<file path="config.mk">
export PLATFORM = sky130hd
export DESIGN_NAME = multicycle_ctrl_flat
export DESIGN_NICKNAME = d
export VERILOG_FILES = /design/src/rtl/multicycle_ctrl_if.sv /design/src/rtl/multicycle_ctrl.sv /design/src/flat_wrapper.sv
export SDC_FILE = /design/constraint.sdc
export NUM_CORES = 1
export LEC_CHECK = 0
export ABC_CLOCK_PERIOD_IN_PS = 3700
export CAP_MARGIN = 20
export CORE_MARGIN = 2
export CORE_UTILIZATION = 37
export CTS_CLUSTER_SIZE = 25
export DETAILED_ROUTE_END_ITERATION = 16
export PLACE_DENSITY = 0.76
export SYNTH_ARGS = -nofsm -noshare
export SYNTH_HDL_FRONTEND = slang
export SYNTH_SLANG_ARGS = --single-unit
</file>
<file path="constraint.sdc">
create_clock -name clk -period 3.7 [get_ports clk]
set_clock_uncertainty 0.15 [all_clocks]
set_input_delay 0.555 -clock clk [delete_from_list [all_inputs] [get_ports clk]]
set_output_delay 0.555 -clock clk [all_outputs]
set_load 0.03 [all_outputs]
</file>
<file path="src/rtl/multicycle_ctrl_if.sv">
// multicycle_ctrl_if: signal bundle between the sequencer and its datapath/memory
interface multicycle_ctrl_if #(
    parameter int CNT_W = 32
);
    logic [15:0] instruction;
    logic C, L, F, Z, N;
    logic mem_ready, stall;
    logic [3:0] alu_op;
    logic [1:0] pc_sel, wb_sel;
    logic ir_en, reg_we, flag_we, mem_read, mem_write, imm_sel, link, fault;
    logic [2:0] state;
    logic [CNT_W-1:0] retired;

    modport master (
        input instruction, C, L, F, Z, N, mem_ready, stall,
        output alu_op, pc_sel, wb_sel, ir_en, reg_we, flag_we, mem_read, mem_write,
               imm_sel, link, fault, state, retired
    );
    modport slave (
        output instruction, C, L, F, Z, N, mem_ready, stall,
        input alu_op, pc_sel, wb_sel, ir_en, reg_we, flag_we, mem_read, mem_write,
              imm_sel, link, fault, state, retired
    );
endinterface

</file>
<file path="src/rtl/multicycle_ctrl.sv">
// multicycle_ctrl: fetch/decode/execute sequencer with memory-wait timeout, stall freeze and retired count
module multicycle_ctrl #(
    parameter int TIMEOUT = 15,
    parameter int CNT_W = 32
) (
    input logic clk,
    input logic reset,
    multicycle_ctrl_if.master bus
);
    typedef enum logic [2:0] {
        FETCH = 3'd0, DECODE = 3'd1, EXEC = 3'd2, MEM = 3'd3, BRANCH = 3'd4, FAULT = 3'd7
    } state_t;
    localparam logic [7:0] WAIT_LAST = 8'(TIMEOUT - 1);

    state_t st, nxt, cur;
    logic [7:0] wait_q;
    logic [CNT_W-1:0] retired_q;
    logic [3:0] op, ext, fn, alu_code;
    logic [15:0] cond_tab;
    logic is_imm, is_arith, is_shift, is_load, is_stor, is_jal, is_jcond, is_bcond;
    logic is_cmp, is_mov, sets_flags, taken, waiting, timed_out, go, unused;

    assign op = bus.instruction[15:12];
    assign ext = bus.instruction[7:4];
    assign unused = ^bus.instruction[3:0];
    assign is_imm = op inside {4'b0001, 4'b0010, 4'b0011, 4'b0101, 4'b1001, 4'b1011, 4'b1101, 4'b1111};
    // register and immediate forms share one function-code space
    assign fn = is_imm ? op : ext;
    assign is_arith = is_imm || (op == 4'b0000 &&
                      ext inside {4'b0101, 4'b1001, 4'b1011, 4'b0001, 4'b0010, 4'b0011, 4'b1101});
    assign is_shift = op == 4'b1000;
    assign is_load = op == 4'b0100 && ext == 4'b0000;
    assign is_stor = op == 4'b0100 && ext == 4'b0100;
    assign is_jal = op == 4'b0100 && ext == 4'b1000;
    assign is_jcond = op == 4'b0100 && ext == 4'b1100;
    assign is_bcond = op == 4'b1100;
    assign is_cmp = is_arith && fn == 4'b1011;
    assign is_mov = is_arith && fn == 4'b1101;
    assign sets_flags = is_arith && fn inside {4'b0101, 4'b1001, 4'b1011};
    assign cond_tab = {1'b0, 1'b1, bus.N | bus.Z, !bus.N & !bus.Z, bus.L | bus.Z, !bus.L & !bus.Z,
                       !bus.F, bus.F, !bus.N, bus.N, !bus.L, bus.L, !bus.C, bus.C, !bus.Z, bus.Z};
    assign taken = is_jal || cond_tab[bus.instruction[11:8]];
    assign waiting = (st == FETCH || st == MEM) && !bus.mem_ready && !bus.stall;
    assign timed_out = waiting && wait_q >= WAIT_LAST;
    assign go = bus.mem_ready && !bus.stall;
    // while reset is held the outputs show the FETCH decode
    assign cur = reset ? FETCH : st;
    assign bus.state = cur;
    assign bus.retired = retired_q;

    always_comb begin
        alu_code = 4'b0000;
        case (fn)
            4'b0101: alu_code = 4'b1000;
            4'b1001: alu_code = 4'b0001;
            4'b1011: alu_code = 4'b0010;
            4'b0001: alu_code = 4'b0011;
            4'b0010: alu_code = 4'b0100;
            4'b0011: alu_code = 4'b0101;
            4'b1111: alu_code = 4'b0110;
            default: alu_code = 4'b0000;
        endcase
    end

    always_comb begin
        nxt = st;
        if (!bus.stall) begin
            case (st)
                FETCH: nxt = bus.mem_ready ? DECODE : timed_out ? FAULT : FETCH;
                MEM: nxt = bus.mem_ready ? FETCH : timed_out ? FAULT : MEM;
                DECODE: nxt = (is_load || is_stor) ? MEM : (is_jal || is_jcond || is_bcond) ? BRANCH : EXEC;
                EXEC, BRANCH: nxt = FETCH;
                default: nxt = FAULT;
            endcase
        end
    end

    always_comb begin
        bus.alu_op = 4'b0000;
        bus.pc_sel = 2'b00;
        bus.wb_sel = 2'b00;
        bus.ir_en = 1'b0;
        bus.reg_we = 1'b0;
        bus.flag_we = 1'b0;
        bus.mem_read = 1'b0;
        bus.mem_write = 1'b0;
        bus.imm_sel = 1'b0;
        bus.link = 1'b0;
        bus.fault = 1'b0;
        case (cur)
            FETCH: begin
                bus.mem_read = 1'b1;
                bus.ir_en = go && !reset;
            end
            EXEC: begin
                bus.alu_op = is_shift ? 4'b0111 : is_arith ? alu_code : 4'b0000;
                bus.pc_sel = {1'b0, !bus.stall};
                bus.reg_we = (is_shift || (is_arith && !is_cmp)) && !bus.stall;
                bus.flag_we = sets_flags && !bus.stall;
                bus.wb_sel = is_mov ? 2'b11 : 2'b00;
                bus.imm_sel = is_imm;
            end
            MEM: begin
                bus.mem_read = is_load;
                bus.mem_write = is_stor && !bus.stall;
                bus.reg_we = is_load && go;
                bus.wb_sel = {1'b0, is_load && go};
                bus.pc_sel = {1'b0, go};
            end
            BRANCH: begin
                bus.pc_sel = bus.stall ? 2'b00 : !taken ? 2'b01 : is_bcond ? 2'b11 : 2'b10;
                bus.reg_we = is_jal && !bus.stall;
                bus.link = is_jal;
                bus.wb_sel = is_jal ? 2'b10 : 2'b00;
            end
            FAULT: bus.fault = 1'b1;
            default: ;
        endcase
    end

    always_ff @(posedge clk) begin
        if (reset) begin
            st <= FETCH;
            wait_q <= '0;
            retired_q <= '0;
        end else begin
            st <= nxt;
            wait_q <= (nxt != st) ? 8'd0 : waiting ? wait_q + 8'd1 : wait_q;
            retired_q <= retired_q + CNT_W'(bus.pc_sel != 2'b00);
        end
    end
endmodule

</file>
<file path="src/flat_wrapper.sv">
// flat-port wrapper written by rule: the top's interface ports become plain ports
module multicycle_ctrl_flat 
#(
    parameter int TIMEOUT = 15,
    parameter int CNT_W = 32
)
  (clk, reset, bus_instruction, bus_C, bus_L, bus_F, bus_Z, bus_N, bus_mem_ready, bus_stall, bus_alu_op, bus_pc_sel, bus_wb_sel, bus_ir_en, bus_reg_we, bus_flag_we, bus_mem_read, bus_mem_write, bus_imm_sel, bus_link, bus_fault, bus_state, bus_retired);
  multicycle_ctrl_if #(.CNT_W(CNT_W)) bus_i ();
  input logic clk;
  input logic reset;
  input wire logic [$bits(bus_i.instruction)-1:0] bus_instruction;
  input wire logic [$bits(bus_i.C)-1:0] bus_C;
  input wire logic [$bits(bus_i.L)-1:0] bus_L;
  input wire logic [$bits(bus_i.F)-1:0] bus_F;
  input wire logic [$bits(bus_i.Z)-1:0] bus_Z;
  input wire logic [$bits(bus_i.N)-1:0] bus_N;
  input wire logic [$bits(bus_i.mem_ready)-1:0] bus_mem_ready;
  input wire logic [$bits(bus_i.stall)-1:0] bus_stall;
  output wire logic [$bits(bus_i.alu_op)-1:0] bus_alu_op;
  output wire logic [$bits(bus_i.pc_sel)-1:0] bus_pc_sel;
  output wire logic [$bits(bus_i.wb_sel)-1:0] bus_wb_sel;
  output wire logic [$bits(bus_i.ir_en)-1:0] bus_ir_en;
  output wire logic [$bits(bus_i.reg_we)-1:0] bus_reg_we;
  output wire logic [$bits(bus_i.flag_we)-1:0] bus_flag_we;
  output wire logic [$bits(bus_i.mem_read)-1:0] bus_mem_read;
  output wire logic [$bits(bus_i.mem_write)-1:0] bus_mem_write;
  output wire logic [$bits(bus_i.imm_sel)-1:0] bus_imm_sel;
  output wire logic [$bits(bus_i.link)-1:0] bus_link;
  output wire logic [$bits(bus_i.fault)-1:0] bus_fault;
  output wire logic [$bits(bus_i.state)-1:0] bus_state;
  output wire logic [$bits(bus_i.retired)-1:0] bus_retired;
  assign bus_i.instruction = bus_instruction;
  assign bus_i.C = bus_C;
  assign bus_i.L = bus_L;
  assign bus_i.F = bus_F;
  assign bus_i.Z = bus_Z;
  assign bus_i.N = bus_N;
  assign bus_i.mem_ready = bus_mem_ready;
  assign bus_i.stall = bus_stall;
  assign bus_alu_op = bus_i.alu_op;
  assign bus_pc_sel = bus_i.pc_sel;
  assign bus_wb_sel = bus_i.wb_sel;
  assign bus_ir_en = bus_i.ir_en;
  assign bus_reg_we = bus_i.reg_we;
  assign bus_flag_we = bus_i.flag_we;
  assign bus_mem_read = bus_i.mem_read;
  assign bus_mem_write = bus_i.mem_write;
  assign bus_imm_sel = bus_i.imm_sel;
  assign bus_link = bus_i.link;
  assign bus_fault = bus_i.fault;
  assign bus_state = bus_i.state;
  assign bus_retired = bus_i.retired;
  multicycle_ctrl #(.TIMEOUT(TIMEOUT), .CNT_W(CNT_W)) u_core (.clk(clk), .reset(reset), .bus(bus_i));
endmodule
</file>
# [Word-level counts from Yosys, hierarchy flattened]
# Cells that the tools add are included.
[totals] reg_bits=43 inputBits=25 out_inout_bits=51
[classes] addsub=2 magnitude_cmp=2 eq_ne=38 mux=31 bitwise_logic=4 n_reduce_logical=45
[op_table] cell="4-bit equality test, second input constant" count=15
[op_table] cell="32-bit by 1-bit adder with 32-bit output" count=1
[op_table] cell="4-bit case mux with 7 select lines" count=1
[op_table] cell="4-bit by 2-bit equality test with 1-bit output, second input constant" count=6
[op_table] cell="3-bit two-way mux" count=8
[op_table] cell="4-bit by 3-bit equality test with 1-bit output, second input constant" count=5
[op_table] cell="1-bit logical AND" count=19
[op_table] cell="4-bit two-way mux" count=4
[op_table] cell="3-bit by 2-bit equality test with 1-bit output, second input constant" count=4
[op_table] cell="4-bit by 1-bit equality test with 1-bit output, second input constant" count=3
[op_table] cell="2-bit case mux with 3 select lines" count=2
[op_table] cell="3-bit case mux with 4 select lines" count=1
[op_table] cell="3-bit equality test, second input constant" count=3
[op_table] cell="1-bit zero test" count=9
[op_table] cell="8-bit by 1-bit adder with 8-bit output, second input constant" count=1
[op_table] cell="8-bit by 4-bit >= comparator with 1-bit output, second input constant" count=1
[op_table] cell="4-bit zero test" count=2
[op_table] cell="1-bit two-way mux" count=8
[op_table] cell="2-bit two-way mux" count=4
[op_table] cell="8-bit nonzero test" count=1
[op_table] cell="1-bit logical OR" count=7
[op_table] cell="7-bit nonzero test" count=1
[op_table] cell="3-bit zero test" count=2
[op_table] cell="4-bit by 5-bit less-than comparator with 1-bit output, second input constant" count=1
[op_table] cell="other kinds (10)" count=13

# [Logic depth before layout (Yosys ltp)]
# Gate-level depths: netlist (run 1).
[logic_depth] ltp_word=11 depth_mapped=12 mapped_depth_nobuf=10

# [Worst setup path before layout (run 1)]
# OpenSTA, ideal clock, no wires.
[synth_timing] path_type="in2reg" from="in reset" to="reg u_core.retired_q[20] (netlist: u_core.bus.retired[20])" setup_ps=71 arrival_time_ps=3044 path_slack_ps=435 cell_stages=10 path_cell_list="nor2b_1 nand2_1 a21oi_1 ha_1 ha_1 inv_1 or4_4 buf_6 or3_1 a21oi_1"
[synth_via] elab_chain_cells=5
[synth_lines] element="start: declaration" line_no="flat_wrapper.sv:10" rtl="input logic reset;"
[synth_lines] element="3-bit two-way mux" line_no="multicycle_ctrl.sv:47" rtl="assign cur = reset ? FETCH : st;"
[synth_lines] element="3-bit equality test / 3-bit by 2-bit equality test with 1-bit output (equally long branches)" line_no="multicycle_ctrl.sv:90" rtl="case (cur)"
[synth_lines] element="2-bit case mux with 3 select lines" line_no="multicycle_ctrl.sv:90"
[synth_lines] element="2-bit nonzero test" line_no="multicycle_ctrl.sv:129" rtl="retired_q <= retired_q + CNT_W'(bus.pc_sel != 2'b00);"
[synth_lines] element="32-bit by 1-bit adder with 32-bit output" line_no="multicycle_ctrl.sv:129"
[synth_lines] element="end signal: assignment" line_no="multicycle_ctrl.sv:129"
[synth_lines] element="end: declaration" line_no="multicycle_ctrl.sv:17" rtl="logic [CNT_W-1:0] retired_q;"
# Parallel ways exist; a longest one is shown, timed or not.
# A chain may end at the register's enable or synchronous reset.

# [Worst setup path after layout (run 1)]
[layout_timing] from="in bus_instruction[12]" to="out bus_mem_read"
[layout_via] elab_chain_cells=3
[layout_lines] element="start: declaration" line_no="flat_wrapper.sv:11" rtl="input wire logic [$bits(bus_i.instruction)-1:0] bus_instruction;"
[layout_lines] element="4-bit by 3-bit equality test with 1-bit output" line_no="multicycle_ctrl.sv:32" rtl="assign is_load = op == 4'b0100 && ext == 4'b0000;"
[layout_lines] element="1-bit logical AND" line_no="multicycle_ctrl.sv:32"
[layout_lines] element="1-bit case mux with 2 select lines" line_no="multicycle_ctrl.sv:90"
[layout_lines] element="end: declaration" line_no="flat_wrapper.sv:25" rtl="output wire logic [$bits(bus_i.mem_read)-1:0] bus_mem_read;"
# No other way between the ends.

==> out/results.ini, run 1 <==
[run_status]
status = completed

[synthesis]
syn_inst = 331
syn_area_per_cell_um2 = 8.052
synth-edff-count = 0
syn_nets = 360
ys_seq_elements = 43
yosysUniqueCellTypes = 52
synth.area.top_cells = dfxtp_1 32%, xnor2_1 6.2%, nor2_1 5.9%, xor2_1 5.3%, nand2_1 4.2%
seq_area_frac_synth_pct = 32.30
syn_area_um2 = 2665
synth_top_area_share_pct = 32.30
synth_ff_type = dfxtp_1
netlist.top_cell.by_area = dfxtp_1
async_flop_share_pct = 0
yosys_warnings = 0

[cells_and_area]
final_cell_mix = 58 x clkdlybuf4s50_1, 43 x dfxtp_1, 42 x nor2_1
syn_to_final_growth_pct = 35.02
nets = 436
fill_cells = 670
final_common_cell = clkdlybuf4s50_1
drive_gt1_share_pct = 12.01
postLayoutCoreUtil_pct = 52.39
regArea_um2 = 860.8
multi_input_comb_area_um2 = 1707
diodes = 0

[critical_path]
r2r_cells = 9
cpLargestDelayFamily = buffers and inverters
r2r_start = u_core.st[2]
critPathMaxStageDelay_ns = 0.69
reg2reg_slack_ns = 0.63
crit_arrival_ns = 2.72
path_max_fanout = 9
required_ns = 2.99
critPathKind = primary input to primary output
critPathBufInv = 2
cp_cell_sequence = clkdlybuf4s50_1, nor3_1, nand3_1, nor3_1, nor2_1, o21bai_1, clkdlybuf4s50_1
startpoint_type = primary input
critPathCaptureType = primary output
timing.rr.end = u_core.bus.retired[18]
worst_path_max_delay_cell = clkdlybuf4s50_1

[global_route]
antenna_found_initial = 0
grt_usage_pct = 16.41
gr-total-overflow = 0
grt_pass1_vias = 2418
grt_max_degree = 40
grt_pass1_wl_um = 10620

[placement]
place_hpwl_um = 4648
dp_slack_ns = 0.1408
portBuffers = 71
gp_congestion = 0.8374

[hold_path]
hold_start = u_core.bus.retired[16]
hold_class = flop to flop
holdPathEnd = u_core.bus.retired[16]
hold_depth = 2

[route]
wl_per_cell_um = 12.48
dr.pass1.iters = 4
viasPerCell = 5.153
met2_length_um = 3014
dr.max_layer_used = met4
drc = 0
wirelength_um = 6290
drt_iter0_markers = 112
route.met3.wl_um = 268
postRouteAntennaNets = 0
routedLengthMet1_um = 2976
via_count = 2597

[clock_tree]
clock-sinks = 43
cts.clk_slew.worst_paths_ns = 0.08
htreeDepth = 2
cts_inserted_buffers = 5
cts_setup_buffers = 0
post_cts_resized = 0
cts_tree = done
clk_path_buf_depth = 2
clk_latency_ns = 0.30
holdBufCountCts = 0
clockRootBuffer = clkbuf_8

[sta]
period_share_pct = 92.53
setup_tns_ns = 0
tightest_slew_ns = 0.6090
maxSlewHeadroom_pct = 59.28
fin_ws_ns = 0.2764
rsz0062_at_grt = no
slew_viol_final = 0
hold_viol_final = 0
setup_viol = 0
max_freq_mhz = 292.1
period_minus_slack_ns = 3.424

[power_and_ir_drop]
p_int_uw = 728.5
power_density_nw_per_um2 = 269.2
power.switching_uw = 240.2
seqPwrFrac_pct = 48.2
vdd_drop_max_mv = 0.1704
p_comb_share_pct = 14.1
p_leak_uw = 0.001275
p_clk_share_pct = 37.6
swShare_pct = 24.80

[job]
maxCapViolCount = 0

[floorplan]
die_y_um = 88.87
core_um2 = 6869
start_util_pct = 38.80
die_w_um = 88.87
die-area_um2 = 7898
ios = 76
fp-row-count = 30

[worst max path at each step]
stage | start | end | slack (ns) | cells after the start
after floorplan | reset | u_core.bus.retired[20] | 0.44 | 10
after global placement | reset | u_core.bus.retired[18] | 0.17 | 10
after detailed placement | reset | u_core.bus.retired[18] | 0.14 | 10
after CTS | reset | bus_reg_we | 0.27 | 8
after global routing | bus_instruction[12] | bus_mem_read | 0.15 | 7
final | bus_instruction[12] | bus_mem_read | 0.28 | 7
[cell type report]
cell class,count,area share (%)
multi-input cells,264,47.43
flip-flops and latches,43,23.92
repair buffers,81,20.93
well taps,96,3.338
clock buffers,5,1.912
inverters,12,1.252
clock inverters,3,1.217
[power by group through the flow]
stage	combinational (uW)	sequential, uW	clock [uW]
after CTS	137	467	375
after floorplan	78.9	480	0
after global placement	134	478	0
after detailed placement	136	478	0
final	137	467	364
after global routing	150	468	390
[cell usage after synthesis (3+ instances only)]
| cell | count |
|---|---|
| nor3b_1 | 3 |
| nand2b_1 | 7 |
| xnor2_1 | 19 |
| clkbuf_1 | 10 |
| o211ai_1 | 3 |
| dfxtp_1 | 43 |
| nor2_1 | 42 |
| and3_1 | 4 |
| nand2_1 | 30 |
| nor2b_1 | 10 |
| o21ai_0 | 9 |
| and4_1 | 7 |
| nand3_1 | 15 |
| ha_1 | 4 |
| nand4_1 | 5 |
| mux2i_1 | 4 |
| or3_1 | 7 |
| a21oi_1 | 20 |
| xor2_1 | 16 |
| nor4b_2 | 3 |
| nor3_1 | 17 |
| inv_1 | 12 |
| nor4_2 | 3 |
[layer usage]
metal	vias to the layer above	track usage (%)
met2	68	28.02
met5	-	0
met1	1202	21.12
li1	1323	-
met4	0	3.444
met3	4	3.825
[worst register-to-register path, stage by stage (launching register included)]
cell and delay, ns:
dfxtp_1 0.58, nor2b_1 0.29, nand2_1 0.15, a21oi_1 0.23, ha_1 0.24, ha_1 0.18, inv_1 0.05, or4_4 0.63
or3_1 0.38, a21oi_1 0.13
[kinds of logic (layout without fill, tap and decap cells)]
family / count (synthesis) / in the layout / share of synthesized area, %
adder cells (fa/ha/maj): 4 / 4 / 1.878
multiplexers: 5 / 5 / 2.347
AO/OA/AOI/OAI: 48 / 48 / 11.22
flip-flops: 43 / 43 / 32.30
AND/OR/NAND/NOR: 172 / 172 / 37.09
XOR/XNOR: 35 / 35 / 11.50
buffers and inverters: 24 / 101 / 3.662
[through the flow]
stage          hold slack, ns  cells  total power [uW]  instance area (um2)
6_report               0.3513    504             968.7                 3598
3_5_place_dp           0.3434    496             614.0                 3486
2_1_floorplan          0.3775    331             558.5                 2665
3_3_place_gp           0.3355    496             612.0                 3486
5_1_grt                0.3941    504              1008                 3598
4_1_cts                0.3539    504             978.6                 3598
[flip-flops by register name (all words and copies together), names as in the netlist]
signal	count
u_core.st	3
u_core.bus.retired	32
u_core.wait_q	8
Power figures use the tool's default switching activity.
==> run 2: changes to the inputs <==
- ABC_AREA: unset -> 0
- GPL_TIMING_DRIVEN: unset -> 0
==> run 2 against run 1 <==
Effect of this change:
- sequential power barely moved
- flip-flop and latch count is the same
- first-iteration DRC count decreased by 16%
- combinational power fell by 5%
- critical endpoint is now bus_alu_op[2]
==> out/results.ini, run 2 (same netlist as run 1, synthesis figures left out) <==
[cells_and_area]
syn_to_final_growth_pct = 34.93  ; about the same
final_cell_area_um2 = 3596  ; about the same
nets = 436  ; unchanged
diodes = 0  ; unchanged
fill_cells = 654  ; -2.4%
final_cell_mix = 59 x clkdlybuf4s50_1, 43 x dfxtp_1, 42 x nor2_1
drive_gt1_share_pct = 8.088  ; -3.9 points
largest_register_ffs = 32  ; unchanged
final_common_cell = clkdlybuf4s50_1
layout.cells.non_filler = 504  ; unchanged

[clock_tree]
clk_latency_ns = 0.30  ; about the same
clk_path_buf_depth = 2  ; unchanged
cts_tree = done
cts.clk_slew.worst_paths_ns = 0.08  ; about the same
clockRootBuffer = clkbuf_8
clock-sinks = 43  ; unchanged
htreeDepth = 2  ; unchanged
cts_inserted_buffers = 5  ; unchanged

[sta]
fin_ws_ns = 0.1496  ; -0.1267 ns
maxSlewHeadroom_pct = 58.01  ; -1.3 points
max_freq_mhz = 281.7  ; -3.6%
setup_viol = 0  ; unchanged
period_minus_slack_ns = 3.550  ; +0.1267 ns
slew_viol_final = 0  ; unchanged
hold_viol_final = 0  ; unchanged
rsz0062_at_grt = no
period_share_pct = 95.96  ; +3.4 points
tightest_slew_ns = 0.6299  ; +0.02092 ns

[global_route]
met2_usage_pct = 28.29  ; +0.27 points
grt_usage_pct = 17.14  ; +0.73 points
gr-total-overflow = 0  ; unchanged
grt.met3_usage_pct = 3.918  ; +0.093 points
grt_busiest_layer = met2
grt_pass1_vias = 2436  ; +0.74%
antenna_found_initial = 0  ; unchanged
grt_max_degree = 14  ; -65%
gr-usage-met1_pct = 22.30  ; +1.2 points
grt_pass1_wl_um = 10920  ; +2.8%

[floorplan]
ios = 76  ; unchanged
start_util_pct = 38.80  ; unchanged
die_y_um = 88.87  ; unchanged
die-area_um2 = 7898  ; unchanged
die_w_um = 88.87  ; unchanged
fp-row-count = 30  ; unchanged
core_um2 = 6869  ; unchanged

[route]
via_count = 2600  ; +0.12%
wl_per_cell_um = 12.62  ; +1.1%
drt_iter0_markers = 94  ; -16%
dr.pass1.iters = 4  ; unchanged
wirelength_um = 6359  ; +1.1%
drc = 0  ; unchanged
postRouteAntennaNets = 0  ; unchanged
viasPerCell = 5.159  ; +0.12%

[placement]
dpl_cell_area_um2 = 3476  ; -0.29%
portBuffers = 69  ; -2.8%
gp_congestion = 0.8165  ; -2.5%
place_hpwl_um = 4819  ; +3.7%
placed_cells = 496  ; unchanged
dp_slack_ns = -0.1985  ; -0.3393 ns

[critical_path]
crit_arrival_ns = 2.85  ; +0.13 ns
required_ns = 2.99  ; about the same
path_max_fanout = 8  ; -1
r2r_start = u_core.st[2]
startpoint_type = primary input
reg2reg_slack_ns = 0.57  ; -0.06 ns
critPathCaptureType = primary output
r2r_cells = 11  ; +2
critPathKind = primary input to primary output
timing.rr.end = u_core.bus.retired[26]

[power_and_ir_drop]
vdd_drop_max_mv = 0.1787  ; +4.9%
p_leak_uw = 0.001273  ; -0.17%
power_density_nw_per_um2 = 271.5  ; +0.86%

[hold_path]
hold_class = flop to flop
holdPathEnd = u_core.bus.retired[16]
hold_start = u_core.bus.retired[16]
hold_depth = 2  ; unchanged

[job]
maxCapViolCount = 0  ; unchanged

[run_status]
status = completed

[run 2: changes by cell type in the layout (fill, tap and decap cells not counted), moves of 2 or more]
| cell | delta |
|---|---|
| buf_4 | -23 |
| clkbuf_1 | +10 |
| dlygate4sd2_1 | +4 |
| clkbuf_2 | +2 |
| dlymetal6s2s_1 | +2 |
| ha_1 | -2 |
| ha_2 | +2 |
[run 2: timing repair]
action,4_1_cts,5_1_grt
setup buffers,0,0
hold buffers,0,0
endpoints found under the setup margin,8,10
gates resized for setup,9,14
[run 2: per-layer routing]
| metal | routed length [um] | up-vias |
|---|---|---|
| met5 | 0 | - |
| met1 | 3013 | 1194 |
| met4 | 76 | 0 |
| li1 | - | 1323 |
| met2 | 2954 | 76 |
| met3 | 314 | 7 |
[run 2: worst max path at each step]
stage | slack, ns | from | end | cells after the start
6_report | 0.15 | bus_instruction[13] | bus_alu_op[2] | 7
5_1_grt | 0.0005 | bus_instruction[13] | bus_alu_op[2] | 7
3_5_place_dp | -0.20 | reset | u_core.bus.retired[26] | 12
4_1_cts | 0.02 | bus_instruction[13] | bus_flag_we | 7
2_1_floorplan | 0.44 | reset | u_core.bus.retired[20] | 10
3_3_place_gp | -0.19 | reset | bus_reg_we | 7
[run 2: report_power, final]
group / leakage [uW] / internal, uW / total [uW] / switching, uW
clock: 0.0000612 / 218 / 377 / 159
combinational: 0.000865 / 56.5 / 130 / 73.5
sequential: 0.000347 / 465 / 469 / 3.79
total: 0.00127 / 740 / 976 / 236
[run 2: metrics by stage]
stage	utilization, %	TNS (ns)	total power (uW)	hold slack (ns)
after floorplan	-	0	558.5	0.3775
after global placement	50.60	-0.9622	606.4	0.3351
after detailed placement	50.60	-1.459	608.6	0.3618
after CTS	52.24	0	985.7	0.3739
after global routing	52.35	0	1018	0.3942
final	52.35	0	976.4	0.3697
[run 2: area by class of cell]
type | count | area [um2] | area share (%)
Inverter | 12 | 45.04 | 1.253
Sequential cell | 43 | 860.8 | 23.94
Buffer | 12 | 52.55 | 1.461
Clock inverter | 2 | 35.03 | 0.9743
Clock buffer | 6 | 82.58 | 2.296
Timing Repair Buffer | 69 | 679.4 | 18.89
Multi-Input combinational cell | 264 | 1720 | 47.84
Tap cell | 96 | 120.1 | 3.340
[run 2: worst max-delay path: stages]
cell,delay (ns)
clkdlybuf4s50_1,0.61
or3b_2,0.49
o21a_1,0.14
a21oi_1,0.28
inv_1,0.09
o31ai_1,0.24
dlygate4sd2_1,0.43
==> run 3: changes to the inputs <==
- SKIP_CTS_REPAIR_TIMING: unset -> 1
- SLEW_MARGIN: unset -> 10
==> run 3 against run 2 <==
Effect of this change:
- cell count stayed put
- first-iteration DRC count rose by 1.1%
- combinational power is essentially flat
- sequential power hardly changed
- cell area increased by 0.87%
- clock power is essentially flat
- hold slack is essentially flat
- flip-flop and latch count stayed put
- non-clock buffer count is the same
- global-route usage unchanged
- register-to-register slack barely moved
- die area did not move
==> out/results.ini, run 3 (same netlist as run 1, synthesis figures left out) <==
[critical_path]
crit_path_end = bus_mem_read
r2r_cells = 11  ; unchanged
startpoint_type = primary input
timing.rr.end = u_core.bus.retired[26]
critPathKind = primary input to primary output
reg2reg_slack_ns = 0.57  ; about the same
crit_arrival_ns = 2.83  ; -0.02 ns
path_max_fanout = 8  ; unchanged
crit_start = bus_instruction[13]
required_ns = 2.99  ; about the same
critPathCaptureType = primary output
r2r_start = u_core.st[2]

[clock_tree]
cts.clk_slew.worst_paths_ns = 0.08  ; about the same
clk_latency_ns = 0.30  ; about the same
cts_tree = done
clock-sinks = 43  ; unchanged
cts_inserted_buffers = 5  ; unchanged
clockRootBuffer = clkbuf_8
htreeDepth = 2  ; unchanged
clk_path_buf_depth = 2  ; unchanged

[sta]
max_freq_mhz = 283.2  ; +0.53%
setup_viol = 0  ; unchanged
period_minus_slack_ns = 3.532  ; -0.01872 ns
slew_viol_final = 0  ; unchanged
period_share_pct = 95.45  ; -0.51 points
tightest_slew_ns = 0.6385  ; +0.008628 ns
maxSlewHeadroom_pct = 57.43  ; -0.58 points
hold_viol_final = 0  ; unchanged
rsz0062_at_grt = no
setup_tns_ns = 0  ; unchanged

[route]
via_count = 2603  ; +0.12%
drc = 0  ; unchanged
met2_length_um = 3011  ; +1.9%
postRouteAntennaNets = 0  ; unchanged
dr.pass1.iters = 5  ; +1
routedLengthMet1_um = 3046  ; +1.1%
viasPerCell = 5.165  ; +0.12%
route.met3.wl_um = 282  ; -10%
drt_iter0_markers = 95  ; +1.1%
wl_per_cell_um = 12.75  ; +1.0%
wirelength_um = 6425  ; +1.0%
dr.max_layer_used = met4

[global_route]
grt_pass1_vias = 2436  ; unchanged
grt_usage_pct = 17.14  ; unchanged
antenna_found_initial = 0  ; unchanged
grt_max_degree = 14  ; unchanged
gr-total-overflow = 0  ; unchanged
grt_pass1_wl_um = 10920  ; unchanged

[hold_path]
hold_depth = 2  ; unchanged
hold_class = flop to flop

[power_and_ir_drop]
vdd_drop_max_mv = 0.1784  ; -0.13%
power.switching_uw = 236.3  ; about the same
p_clk_share_pct = 38.6  ; about the same
power_density_nw_per_um2 = 269.3  ; -0.83%
power_uw = 976.7  ; about the same
seqPwrFrac_pct = 48.0  ; about the same
p_comb_share_pct = 13.3  ; about the same
swShare_pct = 24.19  ; about the same
p_leak_uw = 0.001392  ; +9.4%
p_int_uw = 740.5  ; about the same

[cells_and_area]
final_common_cell = clkdlybuf4s50_1
drive_gt1_share_pct = 7.353  ; -0.74 points
diodes = 0  ; unchanged
final_cell_mix = 59 x clkdlybuf4s50_1, 43 x dfxtp_1, 42 x nor2_1
syn_to_final_growth_pct = 36.10
nets = 436  ; unchanged
largest_register_ffs = 32  ; unchanged

[placement]
place_hpwl_um = 4819  ; unchanged
gp_congestion = 0.8165  ; unchanged
portBuffers = 69  ; unchanged

[floorplan]
start_util_pct = 38.80  ; unchanged
die_w_um = 88.87  ; unchanged
ios = 76  ; unchanged
fp-row-count = 30  ; unchanged
die-area_um2 = 7898  ; unchanged
die_y_um = 88.87  ; unchanged
core_um2 = 6869  ; unchanged

[run_status]
status = completed

[job]
maxCapViolCount = 0  ; unchanged

## run 3: cell count changes in the layout (fill, tap and decap cells not counted)
cell	change
dlymetal6s2s_1	+8
dlygate4sd2_1	-4
clkbuf_2	-2
clkdlybuf4s15_1	-1
dlygate4sd1_1	-1
nor3_1	+1
nor3_2	-1
## run 3: critical path, stage by stage
cell	delay (ns)
clkdlybuf4s50_1	0.52
nor3_1	0.40
nand3_1	0.25
nor3_1	0.24
nor2_1	0.06
o21bai_1	0.12
clkdlybuf4s50_1	0.68
## run 3: final cells by class
type                       count  area (um2)
fill                         651        3242
multi-input combinational    264        1715
sequential                    43       860.8
timing repair buffer          69       715.7
tap                           96       120.1
clock buffer                   6       82.58
buffer                        12       52.55
inverter                      12       45.04
clock inverter                 2       35.03
## run 3: power groups by stage
stage	combinational (uW)	sequential (uW)	clock (uW)
5_1_grt	144	470	405
3_5_place_dp	129	480	0
3_3_place_gp	127	480	0
6_report	130	469	377
2_1_floorplan	78.9	480	0
4_1_cts	129	469	388
## run 3: layer usage
layer	global-route usage, %	vias up
met3	3.918	8
met2	28.29	69
met4	5.096	0
met5	0	-
met1	22.30	1205
li1	-	1321
## run 3: worst min path at each step
| stage | startpoint | end | slack (ns) |
|---|---|---|---|
| after detailed placement | u_core.bus.retired[16] | u_core.bus.retired[16] | 0.36 |
| after global placement | u_core.bus.retired[16] | u_core.bus.retired[16] | 0.34 |
| after CTS | u_core.bus.retired[16] | u_core.bus.retired[16] | 0.37 |
| final | u_core.bus.retired[16] | u_core.bus.retired[16] | 0.37 |
| after global routing | u_core.bus.retired[16] | u_core.bus.retired[16] | 0.39 |
| after floorplan | u_core.wait_q[5] | u_core.wait_q[5] | 0.38 |
## run 3: stage by stage
step           hold WS [ns]  area [um2]  setup WS, ns  cells  util (%)
3_3_place_gp         0.3351        3476       -0.1928    496     50.60
6_report             0.3697        3627        0.1683    504     52.81
4_1_cts              0.3739        3593       -0.1950    504     52.31
3_5_place_dp         0.3618        3476       -0.1985    496     50.60
2_1_floorplan        0.3775        2665        0.4354    331         -
5_1_grt              0.3942        3627       0.01948    504     52.81
